===== src/rtl/vsc8541_smi_sequencer_pkg.sv =====
// vsc8541_smi_pkg: command struct, mode constants and sequencer state enum for the SMI command sequencer.
package vsc8541_smi_pkg;
   localparam logic SMI_MODE_READ  = 1'b0;
   localparam logic SMI_MODE_WRITE = 1'b1;
   typedef struct packed {
      logic [15:0] data;
      logic [4:0]  reg_addr;
      logic [4:0]  phy_addr;
      logic        mode;
   } smi_cmd_t;
   typedef enum logic [2:0] {ST_IDLE, ST_LOAD, ST_ISSUE, ST_WAIT, ST_GAP} smi_seq_state_t;
endpackage


===== src/rtl/vsc8541_smi_sequencer_if.sv =====
// vsc8541_smi_sequencer_if: command, response and MDIO-engine signals of the SMI sequencer.
interface vsc8541_smi_sequencer_if #(parameter int FIFO_DEPTH = 8);
   import vsc8541_smi_pkg::*;
   logic                        i_cmd_valid;
   logic                        o_cmd_ready;
   smi_cmd_t                    i_cmd;
   logic                        i_flush;
   logic                        o_mdio_en;
   logic                        o_mdio_mode;
   logic [4:0]                  o_mdio_phy_addr;
   logic [4:0]                  o_mdio_reg_addr;
   logic [15:0]                 o_mdio_data;
   logic                        i_mdio_dv;
   logic [15:0]                 i_mdio_data;
   logic                        o_rsp_valid;
   logic [15:0]                 o_rsp_data;
   logic                        o_rsp_is_read;
   logic                        o_rsp_timeout;
   logic                        o_busy;
   logic [$clog2(FIFO_DEPTH):0] o_level;
   modport slave (
      input  i_cmd_valid, i_cmd, i_flush, i_mdio_dv, i_mdio_data,
      output o_cmd_ready, o_mdio_en, o_mdio_mode, o_mdio_phy_addr, o_mdio_reg_addr, o_mdio_data,
             o_rsp_valid, o_rsp_data, o_rsp_is_read, o_rsp_timeout, o_busy, o_level
   );
   modport master (
      output i_cmd_valid, i_cmd, i_flush, i_mdio_dv, i_mdio_data,
      input  o_cmd_ready, o_mdio_en, o_mdio_mode, o_mdio_phy_addr, o_mdio_reg_addr, o_mdio_data,
             o_rsp_valid, o_rsp_data, o_rsp_is_read, o_rsp_timeout, o_busy, o_level
   );
endinterface


===== src/rtl/vsc8541_smi_sequencer_cmd_fifo.sv =====
// vsc8541_smi_cmd_fifo: synchronous command FIFO with flush, registered full/empty and occupancy level.
module vsc8541_smi_cmd_fifo
   import vsc8541_smi_pkg::*;
#(
   parameter int DEPTH = 8
) (
   input  logic                    clk,
   input  logic                    rst_n,
   input  logic                    push_i,
   input  smi_cmd_t                din_i,
   input  logic                    pop_i,
   input  logic                    flush_i,
   output smi_cmd_t                dout_o,
   output logic                    full_o,
   output logic                    empty_o,
   output logic [$clog2(DEPTH):0]  level_o
);
   localparam int AW = $clog2(DEPTH);
   smi_cmd_t    mem_q [DEPTH];
   logic [AW:0] wptr_q, wptr_d, rptr_q, rptr_d, level_q;
   logic        full_q, empty_q, wr, rd;
   // Flush wins over push and pop: the write is dropped and the read pointer jumps to the write pointer.
   always_comb begin
      wr     = push_i & ~full_q & ~flush_i;
      rd     = pop_i & ~empty_q & ~flush_i;
      wptr_d = wptr_q + (AW+1)'(wr);
      rptr_d = flush_i ? wptr_q : rptr_q + (AW+1)'(rd);
   end
   always_ff @(posedge clk or negedge rst_n)
      if (!rst_n) begin
         wptr_q  <= '0;
         rptr_q  <= '0;
         level_q <= '0;
         full_q  <= 1'b0;
         empty_q <= 1'b1;
      end else begin
         wptr_q  <= wptr_d;
         rptr_q  <= rptr_d;
         level_q <= wptr_d - rptr_d;
         full_q  <= (wptr_d[AW] != rptr_d[AW]) && (wptr_d[AW-1:0] == rptr_d[AW-1:0]);
         empty_q <= wptr_d == rptr_d;
      end
   always_ff @(posedge clk)
      if (wr) mem_q[wptr_q[AW-1:0]] <= din_i;
   assign dout_o  = mem_q[rptr_q[AW-1:0]];
   assign full_o  = full_q;
   assign empty_o = empty_q;
   assign level_o = level_q;
endmodule


===== src/rtl/vsc8541_smi_sequencer.sv =====
// vsc8541_smi_sequencer: queues SMI commands and issues them one at a time to the MDIO engine.
// Optional WAIT timeout enabled by defining SMI_SEQ_TIMEOUT_EN.
module vsc8541_smi_sequencer
   import vsc8541_smi_pkg::*;
#(
   parameter int FIFO_DEPTH = 8,
   parameter int GAP_CYCLES = 100
`ifdef SMI_SEQ_TIMEOUT_EN
   ,
   parameter int TIMEOUT_CYCLES = 2**20
`endif
) (
   input logic                     clk,
   input logic                     i_reset_n,
   vsc8541_smi_sequencer_if.slave  bus
);
   localparam int LW = $clog2(FIFO_DEPTH) + 1;
`ifdef SMI_SEQ_TIMEOUT_EN
   localparam bit TO_EN = 1'b1;
   localparam int CMAX  = GAP_CYCLES > TIMEOUT_CYCLES ? GAP_CYCLES : TIMEOUT_CYCLES;
`else
   localparam bit TO_EN = 1'b0;
   localparam int CMAX  = GAP_CYCLES;
`endif
   localparam int CW = $clog2(CMAX + 1);
   smi_seq_state_t state_q, state_d;
   logic [CW-1:0]  cnt_q, cnt_d;
   smi_cmd_t       cmd_q, cmd_d, head;
   logic           rsp_valid_q, rsp_valid_d, rsp_is_read_q, rsp_is_read_d, rsp_timeout_q, rsp_timeout_d;
   logic [15:0]    rsp_data_q, rsp_data_d;
   logic           pop, full, empty, timeout, done;
   logic [LW-1:0]  level;
   vsc8541_smi_cmd_fifo #(.DEPTH(FIFO_DEPTH)) u_fifo (
      .clk     (clk),
      .rst_n   (i_reset_n),
      .push_i  (bus.i_cmd_valid),
      .din_i   (bus.i_cmd),
      .pop_i   (pop),
      .flush_i (bus.i_flush),
      .dout_o  (head),
      .full_o  (full),
      .empty_o (empty),
      .level_o (level)
   );
`ifdef SMI_SEQ_TIMEOUT_EN
   assign timeout = state_q == ST_WAIT && cnt_q == CW'(TIMEOUT_CYCLES - 1);
`else
   assign timeout = 1'b0;
`endif
   always_ff @(posedge clk or negedge i_reset_n)
      if (!i_reset_n) begin
         state_q       <= ST_IDLE;
         cnt_q         <= '0;
         cmd_q         <= '0;
         rsp_valid_q   <= 1'b0;
         rsp_is_read_q <= 1'b0;
         rsp_timeout_q <= 1'b0;
         rsp_data_q    <= '0;
      end else begin
         state_q       <= state_d;
         cnt_q         <= cnt_d;
         cmd_q         <= cmd_d;
         rsp_valid_q   <= rsp_valid_d;
         rsp_is_read_q <= rsp_is_read_d;
         rsp_timeout_q <= rsp_timeout_d;
         rsp_data_q    <= rsp_data_d;
      end
   always_comb begin
      state_d = state_q;
      pop     = 1'b0;
      case (state_q)
         ST_IDLE:  state_d = empty ? ST_IDLE : ST_LOAD;
         // A flush landing on the LOAD cycle discards the head, so nothing is issued.
         ST_LOAD: begin
            pop     = 1'b1;
            state_d = (bus.i_flush | empty) ? ST_IDLE : ST_ISSUE;
         end
         ST_ISSUE: state_d = ST_WAIT;
         ST_WAIT:  state_d = (bus.i_mdio_dv | timeout) ? ST_GAP : ST_WAIT;
         ST_GAP:   state_d = cnt_q == CW'(GAP_CYCLES - 1) ? ST_IDLE : ST_GAP;
         default:  state_d = ST_IDLE;
      endcase
      cnt_d         = (state_d == state_q && (state_q == ST_GAP || (TO_EN && state_q == ST_WAIT))) ?
                      cnt_q + CW'(1) : '0;
      cmd_d         = state_q == ST_LOAD ? head : cmd_q;
      done          = state_q == ST_WAIT && (bus.i_mdio_dv || timeout);
      rsp_valid_d   = done;
      rsp_is_read_d = done ? ~cmd_q.mode : rsp_is_read_q;
      rsp_timeout_d = done ? ~bus.i_mdio_dv : rsp_timeout_q;
      rsp_data_d    = !done ? rsp_data_q :
                      !bus.i_mdio_dv ? 16'hFFFF :
                      cmd_q.mode == SMI_MODE_WRITE ? 16'h0000 : bus.i_mdio_data;
   end
   always_comb begin
      bus.o_cmd_ready     = ~full;
      bus.o_mdio_en       = state_q == ST_ISSUE;
      bus.o_mdio_mode     = cmd_q.mode;
      bus.o_mdio_phy_addr = cmd_q.phy_addr;
      bus.o_mdio_reg_addr = cmd_q.reg_addr;
      bus.o_mdio_data     = cmd_q.data;
      bus.o_rsp_valid     = rsp_valid_q;
      bus.o_rsp_data      = rsp_data_q;
      bus.o_rsp_is_read   = rsp_is_read_q;
      bus.o_rsp_timeout   = rsp_timeout_q;
      bus.o_busy          = state_q != ST_IDLE || !empty;
      bus.o_level         = level;
   end
endmodule


===== src/flat_wrapper.sv =====
// flat-port wrapper written by rule: the top's interface ports become plain ports
module vsc8541_smi_sequencer_flat import vsc8541_smi_pkg::*;
#(
   parameter int FIFO_DEPTH = 8,
   parameter int GAP_CYCLES = 100

)
  (clk, i_reset_n, bus_i_cmd_valid, bus_i_cmd, bus_i_flush, bus_i_mdio_dv, bus_i_mdio_data, bus_o_cmd_ready, bus_o_mdio_en, bus_o_mdio_mode, bus_o_mdio_phy_addr, bus_o_mdio_reg_addr, bus_o_mdio_data, bus_o_rsp_valid, bus_o_rsp_data, bus_o_rsp_is_read, bus_o_rsp_timeout, bus_o_busy, bus_o_level);
  vsc8541_smi_sequencer_if #(.FIFO_DEPTH(FIFO_DEPTH)) bus_i ();
  input logic clk;
  input logic i_reset_n;
  input wire logic [$bits(bus_i.i_cmd_valid)-1:0] bus_i_cmd_valid;
  input wire logic [$bits(bus_i.i_cmd)-1:0] bus_i_cmd;
  input wire logic [$bits(bus_i.i_flush)-1:0] bus_i_flush;
  input wire logic [$bits(bus_i.i_mdio_dv)-1:0] bus_i_mdio_dv;
  input wire logic [$bits(bus_i.i_mdio_data)-1:0] bus_i_mdio_data;
  output wire logic [$bits(bus_i.o_cmd_ready)-1:0] bus_o_cmd_ready;
  output wire logic [$bits(bus_i.o_mdio_en)-1:0] bus_o_mdio_en;
  output wire logic [$bits(bus_i.o_mdio_mode)-1:0] bus_o_mdio_mode;
  output wire logic [$bits(bus_i.o_mdio_phy_addr)-1:0] bus_o_mdio_phy_addr;
  output wire logic [$bits(bus_i.o_mdio_reg_addr)-1:0] bus_o_mdio_reg_addr;
  output wire logic [$bits(bus_i.o_mdio_data)-1:0] bus_o_mdio_data;
  output wire logic [$bits(bus_i.o_rsp_valid)-1:0] bus_o_rsp_valid;
  output wire logic [$bits(bus_i.o_rsp_data)-1:0] bus_o_rsp_data;
  output wire logic [$bits(bus_i.o_rsp_is_read)-1:0] bus_o_rsp_is_read;
  output wire logic [$bits(bus_i.o_rsp_timeout)-1:0] bus_o_rsp_timeout;
  output wire logic [$bits(bus_i.o_busy)-1:0] bus_o_busy;
  output wire logic [$bits(bus_i.o_level)-1:0] bus_o_level;
  assign bus_i.i_cmd_valid = bus_i_cmd_valid;
  assign bus_i.i_cmd = bus_i_cmd;
  assign bus_i.i_flush = bus_i_flush;
  assign bus_i.i_mdio_dv = bus_i_mdio_dv;
  assign bus_i.i_mdio_data = bus_i_mdio_data;
  assign bus_o_cmd_ready = bus_i.o_cmd_ready;
  assign bus_o_mdio_en = bus_i.o_mdio_en;
  assign bus_o_mdio_mode = bus_i.o_mdio_mode;
  assign bus_o_mdio_phy_addr = bus_i.o_mdio_phy_addr;
  assign bus_o_mdio_reg_addr = bus_i.o_mdio_reg_addr;
  assign bus_o_mdio_data = bus_i.o_mdio_data;
  assign bus_o_rsp_valid = bus_i.o_rsp_valid;
  assign bus_o_rsp_data = bus_i.o_rsp_data;
  assign bus_o_rsp_is_read = bus_i.o_rsp_is_read;
  assign bus_o_rsp_timeout = bus_i.o_rsp_timeout;
  assign bus_o_busy = bus_i.o_busy;
  assign bus_o_level = bus_i.o_level;
  vsc8541_smi_sequencer #(.FIFO_DEPTH(FIFO_DEPTH), .GAP_CYCLES(GAP_CYCLES)) u_core (.clk(clk), .i_reset_n(i_reset_n), .bus(bus_i));
endmodule

===== config.mk =====
export PLATFORM = sky130hd
export DESIGN_NAME = vsc8541_smi_sequencer_flat
export DESIGN_NICKNAME = d
export VERILOG_FILES = /design/src/rtl/vsc8541_smi_sequencer_pkg.sv /design/src/rtl/vsc8541_smi_sequencer_if.sv /design/src/rtl/vsc8541_smi_sequencer_cmd_fifo.sv /design/src/rtl/vsc8541_smi_sequencer.sv /design/src/flat_wrapper.sv
export SDC_FILE = /design/constraint.sdc
export NUM_CORES = 1
export LEC_CHECK = 0
export BUFFER_PORTS_ARGS = -buffer_cell sky130_fd_sc_hd__buf_2
export CAP_MARGIN = 30
export CORE_MARGIN = 2
export CORE_UTILIZATION = 53
export CTS_CLUSTER_DIAMETER = 40
export CTS_CLUSTER_SIZE = 12
export DETAILED_ROUTE_END_ITERATION = 8
export HOLD_SLACK_MARGIN = 0.05
export PLACE_DENSITY = 0.8
export SETUP_SLACK_MARGIN = 0.2
export SLEW_MARGIN = 20
export SYNTH_ARGS = -nofsm -noshare
export SYNTH_HDL_FRONTEND = slang
export SYNTH_HIERARCHICAL = 1
export SYNTH_SLANG_ARGS = --single-unit

===== constraint.sdc =====
create_clock -name clk -period 3.2 [get_ports clk]
set_input_delay 0 -clock clk [delete_from_list [all_inputs] [get_ports clk]]
set_output_delay 0 -clock clk [all_outputs]
set_load 0.01 [all_outputs]

==> results of run 1 <==
## flip-flops by register name, summed over array words and instances (netlist names), 3 cells and up
signal,count
u_core/bus.o_mdio_phy_addr,5
u_core/cnt_q,7
u_core/u_fifo/wptr_q,4
u_core/bus.o_rsp_data,16
u_core/bus.o_mdio_reg_addr,5
u_core/u_fifo/level_o,4
u_core/bus.o_mdio_data,16
u_core/u_fifo/rptr_q,4
u_core/u_fifo/mem_q,216
u_core/state_q,3
## per-stage QoR
step           utilization  worst slack (ps)  power [uW]  instances  hold slack [ps]
6_report             0.661               627       12300       1033              118
5_1_grt              0.661               387       12900       1033              113
4_1_cts              0.659               625       12400       1031             95.7
3_5_place_dp         0.586               685        8590        928              225
3_3_place_gp         0.586               823        8440        928              210
2_1_floorplan            -               646        7590        566             -296
## per-layer routing
layer,wire length [um],global-route usage,share of wire
met5,0,0,0
met4,458,0.0617,0.021
met3,1360,0.0361,0.061
met2,11200,0.346,0.50
met1,9220,0.262,0.41
## cells in the final DEF (no fill, tap or decap), drive strengths merged, types with 16 or more instances in the layout
master,count
mux4,54
nor2,16
mux2,56
buf,113
dfrtp,69
edfxtp,216
dlygate4sd3,47
nand2,25
nand2b,20
clkbuf,45
o21ai,18
## power groups by stage
| stage | sequential (uW) | clock, uW | combinational, uW |
|---|---|---|---|
| floorplan | 5050 | 0 | 2540 |
| global placement | 5060 | 0 | 3380 |
| detailed placement | 5110 | 0 | 3480 |
| CTS | 5050 | 3830 | 3570 |
| global route | 5110 | 3960 | 3830 |
| finish | 5040 | 3740 | 3540 |
## cell usage after synthesis, types with 7 or more instances
library cell	n	area share
nor2_1	16	0.0052
nand3_1	7	0.0031
dfrtp_1	69	0.15
o21ai_0	18	0.0079
nand2_1	25	0.0082
buf_6	7	0.0069
mux2_4	19	0.025
edfxtp_1	216	0.57
mux2_2	37	0.036
inv_1	9	0.0030
nand2b_1	20	0.011
xnor2_1	7	0.0054
buf_2	10	0.0044
ha_1	8	0.0087
mux4_1	54	0.12
## logic make-up after synthesis
family,after synthesis,synth area share
muxes,111,0.186
AOI/OAI and AO/OA,29,0.0157
adders and majority gates,9,0.00962
and+or+nand+nor,85,0.0395
DFF,286,0.720
xor gates and xnor gates,12,0.00918
buffers and inverters,34,0.0200
## final cells by class
cell class	count	area, um2	share of cell area
Sequential cell	286	8240	0.591
Tap cell	275	344	0.0247
Inverter	9	33.8	0.00242
Clock inverter	12	171	0.0123
Timing Repair Buffer	160	1180	0.0845
Clock buffer	45	923	0.0662
Multi-Input combinational cell	246	3050	0.219
## path summary, 6_finish.rpt
kind | start | end | depth (start not counted)
worst min register to register | u_core/bus.o_rsp_is_read | u_core/bus.o_rsp_is_read | 2
min in group asynchronous | i_reset_n | u_core/bus.o_mdio_data[6] | 3
worst max-delay path | u_core/state_q[1] | u_core/u_fifo/level_o[2] | 9
max in group asynchronous | i_reset_n | u_core/u_fifo/empty_o | 4
worst max register to register | u_core/state_q[1] | u_core/u_fifo/level_o[2] | 9
worst min-delay path | bus_i_cmd_valid | u_core/u_fifo/wptr_q[0] | 3
## worst max-delay path, cell delays in order, from the launching register on
cell and delay, ps:
dfrtp_1 490, nor3b_4 250, nor3b_1 210, ha_1 270, ha_1 250, mux2i_1 310
xor2_1 160, ha_1 230, a21oi_1 160, xnor2_1 160
==> reports/results.ini, run 1 <==
[finish]
num_antenna_cells = 0
syn_to_final_growth_pct = 21.8
post-route-cell-area_mm2 = 0.0139
drive_gt1_frac = 0.306
num-fill-cells = 1364
nets = 793

[drt]
num_vias = 5859
wl_um = 22300
drc = 0
first_pass_iters = 5
drt_iter0_drc = 384
viasPerCell = 5.67
ant_nets = 0
wl_per_cell_um = 21.6

[power]
pwr-share-seq = 0.409
p_sw_uw = 3450
p_leak_uw = 0.00528
swShare = 0.280
power_density_mw_per_mm2 = 884
p_comb_frac = 0.287
intPower_uw = 8880
pwr-share-clk = 0.303
ir_drop_mv = 0.577

[global_route]
grt_pass1_vias = 6031
grt-ovfl-total = 0
grt_antenna_before_repair = 0
track_usage = 0.200
grt_max_degree = 71
grt_pass1_wl_um = 33700

[timing]
hold_viol_final = 0
report.final.slew_viol_count = 0
fmax_mhz = 389
slew_headroom = 0.462
final.setup_skew_ps = 21.7
setup_violations = 0
period_share = 0.804
post-route-min-period_ps = 2570
setup_tns_ps = 0
rsz0062_at_grt = false
worstMarginPinSlew_ps = 804

[logic_synthesis]
ys_types = 42
ys_seq_area_frac = 0.720
ys_warn_count = 6
synth_flop_cell = edfxtp_1
async_reset_ff_frac = 0.245
syn_inst = 566
ys_ff_latch = 286
synth_edf_count = 216
synth_nets = 622
synth_area_per_cell_um2 = 20.2
synth_area_mm2 = 0.0114

[floorplan]
die_w_um = 151
fp.dieH_um = 151
io_pins = 101
initial_core_util = 0.543
coreArea_mm2 = 0.0211
rows = 53
dieArea_mm2 = 0.0228

[setup_path]
timing.critical_path.arrival_ps = 2970
crit_path_end_kind = register
crit_type = register to register
critPathMaxFanout = 8
worstPathRequired_ps = 3600
cp-start-kind = register
reg2reg_slack_ps = 630

[place]
dpl_cell_area_mm2 = 0.0124
io_buffer_count = 100
dp_hpwl_um = 12300
gp_congestion = 0.742

[clocking]
cts-htree-levels = 2
post_cts_buffers = 0
cts_made_buffers = 34
clock_latency_ps = 510
cts_resized = 0
cts-root-buf = clkbuf_16
clk_path_buf_depth = 3
clkTransAtPathRegs_ps = 50
cts_tree = built
cts.sinks = 286
cts.hold.buffers_added = 46

[status]
status = finished clean

[flow_run]
cap_violations = 0

[hold_path]
hold_path.class = input port to register

(Power assumes the default switching activity.)
==> run 2, diff against run 1 <==
--- a/config.mk
+++ b/config.mk
@@ -8,7 +8,7 @@
 export BUFFER_PORTS_ARGS = -buffer_cell sky130_fd_sc_hd__buf_2
 export CAP_MARGIN = 30
 export CORE_MARGIN = 2
-export CORE_UTILIZATION = 53
+export CORE_UTILIZATION = 55
 export CTS_CLUSTER_DIAMETER = 40
 export CTS_CLUSTER_SIZE = 12
 export DETAILED_ROUTE_END_ITERATION = 8
==> constraint.sdc (replaced) <==
create_clock -name clk -period 2.55 [get_ports clk]
set_input_delay 0 -clock clk [delete_from_list [all_inputs] [get_ports clk]]
set_output_delay 0 -clock clk [all_outputs]
set_load 0.01 [all_outputs]
==> run 2 against run 1 <==
Utilization up 4.2 points. Sequential cell count unchanged. Register-to-register slack worse by 290 ps. Non-clock buffer count up 17. Final cell count up 1.9%. Setup slack worse by 290 ps. First-iteration DRC count down 2.9%. Wire length up 2.6%. Clock power up 34%. Count of clock-buffer cells in the layout up 2.
==> reports/results.ini, run 2 (synthesis gave the netlist of run 1 again) <==
[place]
dp_hpwl_um = 12600  ; +2.3%
gp_congestion = 0.801  ; +8.0%
io_buffer_count = 100  ; unchanged
dpl_cell_area_mm2 = 0.0125  ; +1.1%
dp_slack_ps = 256  ; -428 ps

[drt]
num_vias = 5891  ; +0.55%
drc = 0  ; unchanged
first_pass_iters = 4  ; -1
ant_nets = 0  ; unchanged
wl_per_cell_um = 21.7  ; +0.61%
wl_um = 22800  ; +2.6%
drt_iter0_drc = 373  ; -2.9%
viasPerCell = 5.59  ; -1.4%

[finish]
multi_input_area_mm2 = 0.00313  ; +2.7%
num-fill-cells = 1233  ; -9.6%
post-route-cell-area_mm2 = 0.0143  ; +2.4%
nets = 812  ; +2.4%
drive_gt1_frac = 0.338  ; +0.0324
largest_reg_flops = 216  ; unchanged
layout_common_cells = 216 x edfxtp_1, 99 x buf_2, 65 x dfrtp_1
syn_to_final_growth_pct = 24.8
seq_area_mm2 = 0.00824  ; about the same
num_antenna_cells = 0  ; unchanged
final_common_cell = edfxtp_1

[power]
p_sw_uw = 4500  ; +30%
pwr-share-seq = 0.392  ; -0.017
p_leak_uw = 0.00542  ; +2.7%
pwr-share-clk = 0.312  ; +0.009
ir_drop_mv = 0.688  ; +19%
power_density_mw_per_mm2 = 1130  ; +27%
intPower_uw = 11600  ; +30%
p_comb_frac = 0.296  ; +0.009
swShare = 0.280  ; about the same

[setup_path]
slowest_delay_ps = 440  ; -50 ps
timing.critical_path.arrival_ps = 2600  ; -370 ps
worstPathRequired_ps = 2930  ; -670 ps
worstPathBufferInverterCount = 0  ; unchanged
crit_path_end_kind = register
path_cells = nor3b_4, nor3b_4, ha_2, ha_4, mux2i_4, xor2_2, ha_2, a21oi_1, xnor2_1
slowest_stage = dfrtp_1
cp-start-kind = register
crit_type = register to register
path_delay_family = adder cells
critPathMaxFanout = 6  ; -2

[floorplan]
io_pins = 101  ; unchanged
die_w_um = 148  ; -1.8%
initial_core_util = 0.564  ; +0.0211
rows = 52  ; -1.9%
fp.dieH_um = 148  ; -1.8%
coreArea_mm2 = 0.0203  ; -3.7%
dieArea_mm2 = 0.0220  ; -3.5%

[timing]
slew_headroom = 0.610  ; +0.149
fmax_mhz = 452  ; +16%
period_share = 0.868  ; +0.0642
setup_tns_ps = 0  ; unchanged
hold_viol_final = 0  ; unchanged
rsz0062_at_grt = false
final.setup_skew_ps = 17.0  ; -4.73 ps
layout_setup_ws_ps = 336  ; -291 ps
setup_violations = 0  ; unchanged
worstMarginPinSlew_ps = 584  ; -220 ps
report.final.slew_viol_count = 0  ; unchanged
post-route-min-period_ps = 2210  ; -359 ps

[clocking]
clkTransAtPathRegs_ps = 50  ; about the same
clk_path_buf_depth = 3  ; unchanged
cts_tree = built
cts-root-buf = clkbuf_16
cts_made_buffers = 36  ; +5.9%
clock_latency_ps = 510  ; about the same
cts-htree-levels = 2  ; unchanged
cts.sinks = 286  ; unchanged

[flow_run]
cap_violations = 0  ; unchanged

[status]
status = finished clean

[global_route]
grt_max_degree = 71  ; unchanged
track_usage = 0.217  ; +0.0163
grt_pass1_wl_um = 35700  ; +6.0%
grt-ovfl-total = 0  ; unchanged
grt_pass1_vias = 6346  ; +5.2%
grt_antenna_before_repair = 0  ; unchanged

[hold_path]
hold_path.class = input port to register

==> run 2: worst paths after layout <==
check	startpoint	to	slack (ps)	depth (start not counted)
worst max-delay path	u_core/state_q[2]	u_core/u_fifo/level_o[2]	340	9
worst min-delay path	bus_i_cmd_valid	u_core/u_fifo/wptr_q[0]	150	3
worst max register to register	u_core/state_q[2]	u_core/u_fifo/level_o[2]	340	9
worst min register to register	u_core/bus.o_rsp_data[14]	u_core/bus.o_rsp_data[14]	480	2
max in group asynchronous	i_reset_n	u_core/u_fifo/empty_o	1450	4
min in group asynchronous	i_reset_n	u_core/bus.o_mdio_data[10]	490	3
==> run 2: cell type report <==
type,count,area share
sequential,286,0.577
clock buffer,47,0.0696
inverter,9,0.00237
multi-input combinational,246,0.219
tap,270,0.0237
clock inverter,18,0.0154
timing repair buffer,177,0.0922
==> run 2: through the flow <==
step	cells	hold WS (ps)	utilization	power [uW]
6_report	1053	145	0.703	16100
5_1_grt	1053	146	0.703	16800
4_1_cts	1048	128	0.700	16200
3_5_place_dp	933	224	0.615	11000
3_3_place_gp	933	217	0.615	10800
2_1_floorplan	566	-296	-	9660
==> run 2: worst register-to-register path, stage by stage, from the launching register on <==
cell and delay (ps):
dfrtp_1 440, nor3b_4 230, nor3b_4 220, ha_2 230
ha_4 210, mux2i_4 210, xor2_2 190, ha_2 190
a21oi_1 40, xnor2_1 140
==> run 2: layer usage <==
| layer | vias to the layer above | GRT usage | routed length (um) |
|---|---|---|---|
| li1 | 2653 | - | - |
| met1 | 2974 | 0.287 | 9170 |
| met2 | 222 | 0.369 | 11500 |
| met3 | 42 | 0.0350 | 1640 |
| met4 | 0 | 0.0776 | 500 |
| met5 | - | 0 | 0 |
==> run 2: power by group through the flow <==
stage | Clock (uW) | Sequential, uW | Combinational (uW)
floorplan | 0 | 6350 | 3320
detailed placement | 0 | 6360 | 4600
CTS | 5130 | 6300 | 4750
global route | 5320 | 6380 | 5130
finish | 5010 | 6300 | 4760
global placement | 0 | 6310 | 4440
==> run 2: repair_timing <==
item                                   CTS  global route
resized for setup                        0             4
hold buffers                            50             1
setup endpoints to repair                0             3
setup buffers                            0             3
endpoints found under the hold margin  308            22
==> run 3, diff against run 2 <==
--- a/config.mk
+++ b/config.mk
@@ -14,6 +14,7 @@
 export DETAILED_ROUTE_END_ITERATION = 8
 export HOLD_SLACK_MARGIN = 0.05
 export PLACE_DENSITY = 0.8
+export REMOVE_ABC_BUFFERS = 1
 export SETUP_SLACK_MARGIN = 0.2
 export SLEW_MARGIN = 20
 export SYNTH_ARGS = -nofsm -noshare
==> run 3 against run 2 <==
Non-clock buffer count fell by 11. Largest power group unchanged. Register-to-register slack is essentially flat. Largest cell class unchanged. First-iteration DRC count up 16%. Worst hold slack worse by 43 ps. Critical endpoint is now u_core/u_fifo/level_o[3]. Setup slack worse by 7.7 ps. Final area fell by 1.4%. Sequential power shrank 0.6%. Clock skew increased by 3.7 ps. Global-route usage shrank 0.86 points.
==> reports/results.ini, run 3 (synthesis gave the netlist of run 1 again) <==
[timing]
final.setup_skew_ps = 20.7  ; +3.68 ps
worstMarginPinSlew_ps = 793  ; +209 ps
fmax_mhz = 450  ; -0.35%
rsz0062_at_grt = false
period_share = 0.871  ; +0.00302
hold_slack_ps = 102  ; -43.1 ps
report.final.slew_viol_count = 0  ; unchanged
post-route-min-period_ps = 2220  ; +7.70 ps
setup_violations = 0  ; unchanged
slew_headroom = 0.469  ; -0.141
hold_viol_final = 0  ; unchanged

[setup_path]
timing.critical_path.arrival_ps = 2640  ; +40 ps
worstPathRequired_ps = 2970  ; +40 ps
r2r_cells = 9  ; unchanged
path_cells = nor3b_4, nor3b_2, ha_2, ha_1, xnor2_1, o21a_1, ha_1, a21oi_2, xor2_1
timing.rr.end = u_core/u_fifo/level_o[3]
crit_path_end_kind = register
crit_top_cell = ha_1
slowest_stage = dfrtp_2
critPathMaxFanout = 6  ; unchanged
crit_type = register to register
slowest_delay_ps = 450  ; about the same
r2r_start = u_core/state_q[2]
cp-start-kind = register
reg2reg_slack_ps = 330  ; about the same

[hold_path]
min_from = bus_i_cmd_valid
hold_path.class = input port to register
hold-path-endpoint = u_core/u_fifo/wptr_q[0]
holdPathStages = 3  ; unchanged

[finish]
final_util = 0.693  ; -0.0101
syn_to_final_growth_pct = 23.0
layout_common_cells = 216 x edfxtp_1, 99 x buf_2, 65 x dfrtp_1
final_common_cell = edfxtp_1
post-route-cell-area_mm2 = 0.0141  ; -1.4%
largest_reg_flops = 216  ; unchanged
nets = 800  ; -1.5%
num_antenna_cells = 0  ; unchanged
drive_gt1_frac = 0.326  ; -0.0121

[place]
dpl_cell_area_mm2 = 0.0124  ; -0.87%
dp_hpwl_um = 12100  ; -4.1%
io_buffer_count = 100  ; unchanged
gp_congestion = 0.755  ; -5.8%

[drt]
wl_per_cell_um = 21.6  ; -0.27%
ant_nets = 0  ; unchanged
viasPerCell = 5.65  ; +0.97%
wl_um = 22400  ; -1.9%
num_vias = 5852  ; -0.66%
drt_iter0_drc = 431  ; +16%
first_pass_iters = 5  ; +1
drc = 0  ; unchanged

[power]
p_leak_uw = 0.00532  ; -2.0%
intPower_uw = 11300  ; -2.3%
swShare = 0.280  ; about the same
finalPower_uw = 15700  ; -2.3%
power_density_mw_per_mm2 = 1120  ; -0.89%
pwr-share-clk = 0.309  ; -0.003
pwr-share-seq = 0.399  ; +0.007
ir_drop_mv = 0.860  ; +25%
p_comb_frac = 0.293  ; -0.003
p_sw_uw = 4400  ; -2.3%

[global_route]
track_usage = 0.208  ; -0.00855
grt_max_degree = 71  ; unchanged
grt-ovfl-total = 0  ; unchanged
grt_pass1_vias = 6147  ; -3.1%
grt_pass1_wl_um = 34200  ; -4.3%
grt_antenna_before_repair = 0  ; unchanged

[floorplan]
rows = 52  ; unchanged
dieArea_mm2 = 0.0220  ; unchanged
initial_core_util = 0.564  ; unchanged
die_w_um = 148  ; unchanged
fp.dieH_um = 148  ; unchanged
coreArea_mm2 = 0.0203  ; unchanged
io_pins = 101  ; unchanged

[clocking]
cts_made_buffers = 35  ; -2.8%
clock_latency_ps = 510  ; about the same
clk_path_buf_depth = 3  ; unchanged
cts_tree = built
cts.sinks = 286  ; unchanged
cts-root-buf = clkbuf_16
cts-htree-levels = 2  ; unchanged
clkTransAtPathRegs_ps = 50  ; about the same

[flow_run]
cap_violations = 0  ; unchanged

[status]
status = finished clean

run 3: changes by cell type in the layout (fill, tap and decap cells not counted), moves of 3 or more:
cell	before	now
buf_4	19	10
ha_4	3	0
clkinv_1	4	1
clkbuf_8	3	0
ha_1	3	7
dlygate4sd3_1	51	47
run 3: timing repair:
item | CTS | global route
resized for setup | 3 | 6
cloned | 0 | 0
pin swaps | 0 | 1
hold buffers | 46 | 1
buffers inserted | 0 | 3
setup endpoints to repair | 3 | 3
hold endpoints to repair | 307 | 19
run 3: worst max path at each step:
stage                            startpoint                        to  slack (ps)  depth (start not counted)
after global routing      u_core/state_q[2]  u_core/u_fifo/level_o[3]         210                          9
after floorplan           u_core/state_q[1]  u_core/u_fifo/level_o[2]       -1170                          9
after detailed placement  u_core/state_q[0]  u_core/u_fifo/level_o[2]          80                          9
after CTS                 u_core/state_q[2]  u_core/u_fifo/level_o[2]         210                          9
final                     u_core/state_q[2]  u_core/u_fifo/level_o[3]         330                          9
after global placement    u_core/state_q[0]  u_core/u_fifo/level_o[2]         200                          9
run 3: metal layers:
layer	GRT usage	up-vias	part of all wire
li1	-	2632	-
met1	0.268	2983	0.41
met2	0.367	202	0.52
met3	0.0325	35	0.054
met4	0.0657	0	0.019
met5	0	-	0
run 3: critical path, delay by kind of cell (launching register included):
family / cells / cell delay (ps)
adders and majority gates: 3 / 740
and+or+nand+nor: 2 / 380
xor gates and xnor gates: 2 / 220
AOI/OAI and AO/OA: 2 / 350
DFF: 1 / 450
run 3: area by class of cell:
type / count / area [um2]
Timing Repair Buffer: 166 / 1250
Multi-Input combinational cell: 246 / 3070
Sequential cell: 286 / 8240
Tap cell: 270 / 338
Clock inverter: 17 / 234
Inverter: 9 / 33.8
Fill cell: 1267 / 6220
Clock buffer: 42 / 902
run 3: per-stage QoR:
| stage | std cells | setup TNS [ps] | worst slack [ps] |
|---|---|---|---|
| 2_1_floorplan | 541 | -49770 | -1170 |
| 3_3_place_gp | 926 | 0 | 200 |
| 3_5_place_dp | 926 | 0 | 81.2 |
| 4_1_cts | 1031 | 0 | 214 |
| 5_1_grt | 1036 | 0 | 206 |
| 6_report | 1036 | 0 | 328 |
run 3: power groups by stage:
stage | logic (uW) | clock network, uW | registers, uW
4_1_cts | 4550 | 4940 | 6260
3_3_place_gp | 4290 | 0 | 6260
2_1_floorplan | 2630 | 0 | 6650
3_5_place_dp | 4430 | 0 | 6330
5_1_grt | 4930 | 5110 | 6330
6_report | 4600 | 4850 | 6260
